`src/rtl/alu_pkg.sv`:
```
// Shared opcode constants, issue FSM state type and default datapath sizing.
// Imported by the issue controller and its register file.
package alu_pkg;

    localparam int DATA_W_DEF = 8;
    localparam int NREGS_DEF  = 16;

    localparam logic [2:0] OP_ADD  = 3'b000;
    localparam logic [2:0] OP_SUB  = 3'b001;
    localparam logic [2:0] OP_MUL  = 3'b010;
    localparam logic [2:0] OP_DIV  = 3'b011;
    localparam logic [2:0] OP_AND  = 3'b100;
    localparam logic [2:0] OP_OR   = 3'b101;
    localparam logic [2:0] OP_NAND = 3'b110;
    localparam logic [2:0] OP_ZERO = 3'b111;

    typedef enum logic [1:0] {
        ST_IDLE = 2'd0,
        ST_READ = 2'd1,
        ST_EXEC = 2'd2,
        ST_WB   = 2'd3
    } state_t;

endpackage

```
`src/rtl/alu_regfile.sv`:
```
// Architectural register file: two combinational read ports, one synchronous write port.
// Synchronous reset clears every entry; reset wins over a same-cycle write.
module alu_regfile
    import alu_pkg::*;
#(
    parameter int NREGS  = NREGS_DEF,
    parameter int DATA_W = DATA_W_DEF,
    parameter int IDX_W  = $clog2(NREGS)
) (
    input  logic              clk,
    input  logic              rst,
    input  logic [IDX_W-1:0]  i_raddr1,
    output logic [DATA_W-1:0] o_rdata1,
    input  logic [IDX_W-1:0]  i_raddr2,
    output logic [DATA_W-1:0] o_rdata2,
    input  logic              i_we,
    input  logic [IDX_W-1:0]  i_waddr,
    input  logic [DATA_W-1:0] i_wdata
);

    logic [DATA_W-1:0] r_mem [NREGS];

    always_ff @(posedge clk) begin
        if (rst) begin
            for (int i = 0; i < NREGS; i++) begin
                r_mem[i] <= '0;
            end
        end else if (i_we) begin
            r_mem[i_waddr] <= i_wdata;
        end
    end

    assign o_rdata1 = r_mem[i_raddr1];
    assign o_rdata2 = r_mem[i_raddr2];

endmodule

```
`src/rtl/alu_issue_ctrl.sv`:
```
// Issue FSM for an external ALU: wb_valid 4 cycles after accept for ALU ops, 2 for loads; in_ready only in IDLE.
// ALU_ISSUE_DIVZERO_TRAP_EN adds a sticky div_err and aborts divides by zero before EXEC.
module alu_issue_ctrl
    import alu_pkg::*;
#(
    parameter int NREGS  = NREGS_DEF,
    parameter int DATA_W = DATA_W_DEF,
    localparam int IDX_W = $clog2(NREGS)
) (
    input  logic              clk,
    input  logic              rst,
    input  logic              in_valid,
    output logic              in_ready,
    input  logic [2:0]        in_op,
    input  logic              in_ld,
    input  logic [DATA_W-1:0] in_imm,
    input  logic [IDX_W-1:0]  in_rd,
    input  logic [IDX_W-1:0]  in_rs1,
    input  logic [IDX_W-1:0]  in_rs2,
    output logic [DATA_W-1:0] alu_a,
    output logic [DATA_W-1:0] alu_b,
    output logic [2:0]        alu_sel,
    input  logic [DATA_W-1:0] alu_res,
    input  logic              alu_zero,
    output logic              wb_valid,
    output logic [IDX_W-1:0]  wb_rd,
    output logic [DATA_W-1:0] wb_data,
    output logic              zero_flag
`ifdef ALU_ISSUE_DIVZERO_TRAP_EN
    ,
    output logic              div_err
`endif
);

    state_t            r_state;
    state_t            w_next;
    logic              w_accept;
    logic              w_read;
    logic              w_exec;
    logic              w_wb;

    logic [2:0]        r_op;
    logic              r_ld;
    logic [DATA_W-1:0] r_imm;
    logic [IDX_W-1:0]  r_rd;
    logic [IDX_W-1:0]  r_rs1;
    logic [IDX_W-1:0]  r_rs2;
    logic [DATA_W-1:0] r_alu_a;
    logic [DATA_W-1:0] r_alu_b;
    logic [2:0]        r_alu_sel;
    logic [DATA_W-1:0] r_res;
    logic              r_zero_cap;
    logic              r_wb_valid;
    logic [IDX_W-1:0]  r_wb_rd;
    logic [DATA_W-1:0] r_wb_data;
    logic              r_zero_flag;

    logic [DATA_W-1:0] w_rdata1;
    logic [DATA_W-1:0] w_rdata2;
    logic [DATA_W-1:0] w_wb_data;

`ifdef ALU_ISSUE_DIVZERO_TRAP_EN
    logic              w_trap;
    logic              r_div_err;
`endif

    alu_regfile #(
        .NREGS  (NREGS),
        .DATA_W (DATA_W),
        .IDX_W  (IDX_W)
    ) u_regfile (
        .clk      (clk),
        .rst      (rst),
        .i_raddr1 (r_rs1),
        .o_rdata1 (w_rdata1),
        .i_raddr2 (r_rs2),
        .o_rdata2 (w_rdata2),
        .i_we     (w_wb),
        .i_waddr  (r_rd),
        .i_wdata  (w_wb_data)
    );

    assign w_wb_data = r_ld ? r_imm : r_res;

    always_ff @(posedge clk) begin
        if (rst) begin
            r_state <= ST_IDLE;
        end else begin
            r_state <= w_next;
        end
    end

    always_comb begin
        w_next   = r_state;
        w_accept = 1'b0;
        w_read   = 1'b0;
        w_exec   = 1'b0;
        w_wb     = 1'b0;
`ifdef ALU_ISSUE_DIVZERO_TRAP_EN
        w_trap   = 1'b0;
`endif
        case (r_state)
            ST_IDLE: begin
                if (in_valid) begin
                    w_accept = 1'b1;
                    w_next   = in_ld ? ST_WB : ST_READ;
                end
            end
            ST_READ: begin
                w_read = 1'b1;
                w_next = ST_EXEC;
`ifdef ALU_ISSUE_DIVZERO_TRAP_EN
                if (r_op == OP_DIV && w_rdata2 == '0) begin
                    w_trap = 1'b1;
                    w_next = ST_IDLE;
                end
`endif
            end
            ST_EXEC: begin
                w_exec = 1'b1;
                w_next = ST_WB;
            end
            ST_WB: begin
                w_wb   = 1'b1;
                w_next = ST_IDLE;
            end
            default: w_next = ST_IDLE;
        endcase
    end

    // wb_* are registered, so the pulse lands in the IDLE cycle right after the regfile write
    always_ff @(posedge clk) begin
        if (rst) begin
            r_op        <= '0;
            r_ld        <= 1'b0;
            r_imm       <= '0;
            r_rd        <= '0;
            r_rs1       <= '0;
            r_rs2       <= '0;
            r_alu_a     <= '0;
            r_alu_b     <= '0;
            r_alu_sel   <= '0;
            r_res       <= '0;
            r_zero_cap  <= 1'b0;
            r_wb_valid  <= 1'b0;
            r_wb_rd     <= '0;
            r_wb_data   <= '0;
            r_zero_flag <= 1'b0;
        end else begin
            r_wb_valid <= w_wb;
            if (w_accept) begin
                r_op  <= in_op;
                r_ld  <= in_ld;
                r_imm <= in_imm;
                r_rd  <= in_rd;
                r_rs1 <= in_rs1;
                r_rs2 <= in_rs2;
            end
            if (w_read) begin
                r_alu_a   <= w_rdata1;
                r_alu_b   <= w_rdata2;
                r_alu_sel <= r_op;
            end
            if (w_exec) begin
                r_res      <= alu_res;
                r_zero_cap <= alu_zero;
            end
            if (w_wb) begin
                r_wb_rd   <= r_rd;
                r_wb_data <= w_wb_data;
                if (!r_ld) begin
                    r_zero_flag <= r_zero_cap;
                end
            end
        end
    end

`ifdef ALU_ISSUE_DIVZERO_TRAP_EN
    always_ff @(posedge clk) begin
        if (rst) begin
            r_div_err <= 1'b0;
        end else if (w_trap) begin
            r_div_err <= 1'b1;
        end
    end

    assign div_err = r_div_err;
`endif

    assign in_ready  = (r_state == ST_IDLE);
    assign alu_a     = r_alu_a;
    assign alu_b     = r_alu_b;
    assign alu_sel   = r_alu_sel;
    assign wb_valid  = r_wb_valid;
    assign wb_rd     = r_wb_rd;
    assign wb_data   = r_wb_data;
    assign zero_flag = r_zero_flag;

endmodule

```
`config.mk`:
```
export PLATFORM = sky130hd
export DESIGN_NAME = alu_issue_ctrl
export DESIGN_NICKNAME = d
export VERILOG_FILES = /design/src/rtl/alu_pkg.sv /design/src/rtl/alu_regfile.sv /design/src/rtl/alu_issue_ctrl.sv
export SDC_FILE = /design/constraint.sdc
export NUM_CORES = 1
export LEC_CHECK = 0
export CORE_ASPECT_RATIO = 0.6
export CORE_UTILIZATION = 54
export CTS_CLUSTER_SIZE = 28
export DETAILED_ROUTE_END_ITERATION = 7
export GPL_ROUTABILITY_DRIVEN = 1
export HOLD_SLACK_MARGIN = 0.12
export PLACE_DENSITY = 0.74
export SETUP_SLACK_MARGIN = 0.1
export SLEW_MARGIN = 20
export SYNTH_ARGS = -nofsm -noshare
export SYNTH_HDL_FRONTEND = slang
export SYNTH_HIERARCHICAL = 1
export SYNTH_SLANG_ARGS = --single-unit
```
`constraint.sdc`:
```
create_clock -name clk -period 4.6 [get_ports clk]
set_input_delay 0.92 -clock clk [delete_from_list [all_inputs] [get_ports clk]]
set_output_delay 0.92 -clock clk [all_outputs]
set_load 0.03 [all_outputs]
```
==> key figures <==
Synthesis
  • Syn Area/Cell: 13.2 sq um
  • Top-count cell post-synth: and2_1
  • Synth Area in Compound Gates: 4.10%
  • Top cells by area, synth: edfxtp_1, mux4_2, dfxtp_1
  • Cells after Synth: 712
  • Yosys reg bits: 196
  • Post-synth EDFFs: 128
  • Seq/Total Area, Yosys: 55.2%
  • Ys flop type: edfxtp_1
  • Share of the synthesized area in the top cell type: 40.8%
  • Cell variety after synth: 30
  • Synth Area in XOR/XNOR: 0%
  • Yosys warns: 6
  • Commonest cells in the netlist: and2_1, edfxtp_1, dfxtp_1
  • Simple-gate share of the synthesized area: 16.2%
  • Synth Area in Adders: 0.796%
  • Syn nets: 754
  • Largest family of logic cells by synthesized area: multiplexers
  • Async set or reset register ratio after synthesis: 0%
  • Post-synthesis mux area share: 21.0%
  • Synth area leader: edfxtp_1
  • Mapped Area: 9430 sq um

Setup path
  • Critical Path RT: 3.68 ns
  • Worst Path Arrival: 1.87 ns
  • Critical path, cell by cell: inv_1, ha_1, clkdlybuf4s50_1
  • CP Max Fanout: 5
  • CP max stage delay: 0.70 ns
  • CP Launch Type: flip-flop
  • Top delay family on crit path: buffers and inverters
  • CP startpoint: r_state[1]
  • Crit end category: output pin
  • Reg2reg start: r_rs1[0]
  • CP max stage cell: clkdlybuf4s50_1
  • R2R Setup Slk: 2.05 ns
  • Setup CP Type: flip-flop to output pin
  • Buffers and inverters on the worst path: 2

GRT
  • Antenna violations before repair: 0
  • Pin count of the biggest net entering global routing: 47
  • Total gr overflow: 0
  • First-pass GRT wire length: 38.8 mm
  • Number of global-route vias before repair: 6,068
  • Total GRT Usage: 30.1%

Die
  • Die extent in x: 173 um
  • Initial Util: 56.7%
  • Core Rows: 36
  • Die Ht: 104 um
  • DIE AREA: 18,000 sq um
  • IO Pins: 70
  • Area of the core: 16,600 sq um

Clock tree
  • # Post-CTS Setup Buffers: 0
  • CTS resizes: 0
  • Clk buf depth: 2
  • CTS tree: built
  • Clk Latency, worst-skew pair: 0.44 ns
  • Clock sink count: 196
  • Root buffer cell: clkbuf_16
  • Cts bufs inserted: 17
  • Hold buffers post-CTS: 0
  • Clock slew at reported path FFs: 0.08 ns
  • Htree depth: 4

Detailed routing
  • Post-DRT Antenna Nets: 0
  • Final Routed Wirelength: 25.7 mm
  • First-pass DRT Iterations: 5
  • Wirelength per Cell: 25.8 um
  • DR iter-0 viols: 798
  • Via/cell ratio: 6.27
  • DR DRC count: 0
  • Via count: 6,247

STA
  • Final WS setup: 1.81 ns
  • Slew Viols, Final: 0
  • Skew final: 0.0139 ns
  • Unrepaired setup endpoints after global routing: no
  • Final period utilization: 60.7%
  • Slew @ Worst Pin: 1.04 ns
  • Hold Vio Cnt, Final: 0
  • Post-route setup TNS: 0 ns
  • Relative slew slack: 30.8%
  • Final min period: 2.79 ns
  • Max Freq: 358 MHz
  • Final setup fails: 0

Flow run
  • Max-cap violations: 0

Layout
  • Final nets: 797
  • Final non-filler cell total: 996
  • Final antenna diode count: 0
  • Fin area: 10,800 sq um
  • Fill cells: 1,237
  • Area of the multi-input gates: 3970 sq um
  • Area Growth Syn to Fin: 14.4%
  • Proportion of layout cells with a drive suffix above 1: 18.0%
  • FF+latch area: 5210 sq um

Min path
  • Hold Crit Class: flip-flop to flip-flop
  • HP Start: r_op[2]

Outcome
  • Outcome: completed

Place
  • Final HPWL DP: 17.9 mm
  • Routability cong.: 0.959
  • Placed Area: 10,200 sq um
  • Placement Setup Slack: 1.59 ns
  • IO Port Bufs: 69
  • Post-Place Cells: 964

Pwr
  • Lkg Pwr: 3.79 nW
  • Maximum VDD drop: 0.000277 V
  • PwrDens: 435 nW/um^2
  • Power, Total: 0.00469 W
-- metal layers --
layer  part of all wire, %  wire length (um)  vias up  GRT usage [%]
li1                      -                 -     2681              -
met1                    42             10800     3087           44.1
met2                    41             10500      428           41.0
met3                    15              3880       51           12.4
met4                   2.0               514        0           7.97
met5                     0                 0        -              0
-- tightest hold or removal path: stages, from the launching register on --
cell	delay, ns
dfxtp_1	0.32
nand2_1	0.05
a21oi_1	0.05
-- cells by family (layout without fill, tap and decap cells) --
| logic type | count (synthesis) | after routing |
|---|---|---|
| AOI/OAI and AO/OA | 58 | 58 |
| adders and majority gates | 6 | 6 |
| buffers and inverters | 50 | 106 |
| DFF | 196 | 196 |
| muxes | 114 | 114 |
| and+or+nand+nor | 288 | 288 |
-- worst paths after layout --
path / endpoint / cells after the start
worst min-delay path: r_op[2] / 2
worst max-delay path: in_ready / 3
worst max register to register: alu_a[6] / 6
worst min register to register: r_op[2] / 2
-- through the flow --
step	util, %	hold WS, ns
floorplan	-	0.433
detailed placement	61.2	0.447
global route	64.9	0.485
CTS	64.9	0.459
finish	64.9	0.458
global placement	61.2	0.442
-- registers in the layout (all words and copies together) (netlist names) --
name	cells
wb_rd	4
r_zero_cap	1
r_res	8
alu_sel	3
wb_valid	1
r_imm	8
alu_b	8
r_state	2
wb_data	8
u_regfile/r_mem	128
r_rs2	4
alu_a	8
zero_flag	1
r_rs1	4
r_op	3
r_ld	1
r_rd	4
-- where the power goes --
| part | internal (W) | switching (W) | total (W) |
|---|---|---|---|
| Sequential | 0.00199 | 0.000161 | 0.00215 |
| Combinational | 0.000436 | 0.000600 | 0.00104 |
| Clock | 0.000762 | 0.000743 | 0.00151 |
-- layout make-up --
class	count	area share, %
Tap cell	228	2.65
Timing Repair Buffer	72	6.57
Clock inverter	13	1.40
Sequential cell	196	48.3
Inverter	2	0.0696
Multi-Input combinational cell	466	36.8
Clock buffer	19	4.20
-- cell usage in the layout (no fill, tap or decap) --
cell type	count
nor2_2	3
mux4_2	64
a22oi_1	32
a21oi_1	21
and2b_2	1
nand4bb_1	2
inv_8	3
dfxtp_1	64
mux2_4	8
inv_1	2
a211oi_1	2
nand2_1	66
and2_1	131
nand2b_1	2
clkdlybuf4s50_1	68
buf_4	3
nand4b_1	1
mux2i_1	42
or2_2	16
nor2b_1	5
buf_2	1
or2b_1	1
dfxtp_2	4
nor3_2	1
nor3_1	3
clkbuf_16	17
edfxtp_1	128
clkinv_8	4
a21oi_2	3
inv_6	6
ha_1	5
clkbuf_8	2
or4b_4	1
ha_2	1
nor2_1	55
Power figures use the tool's default switching activity.
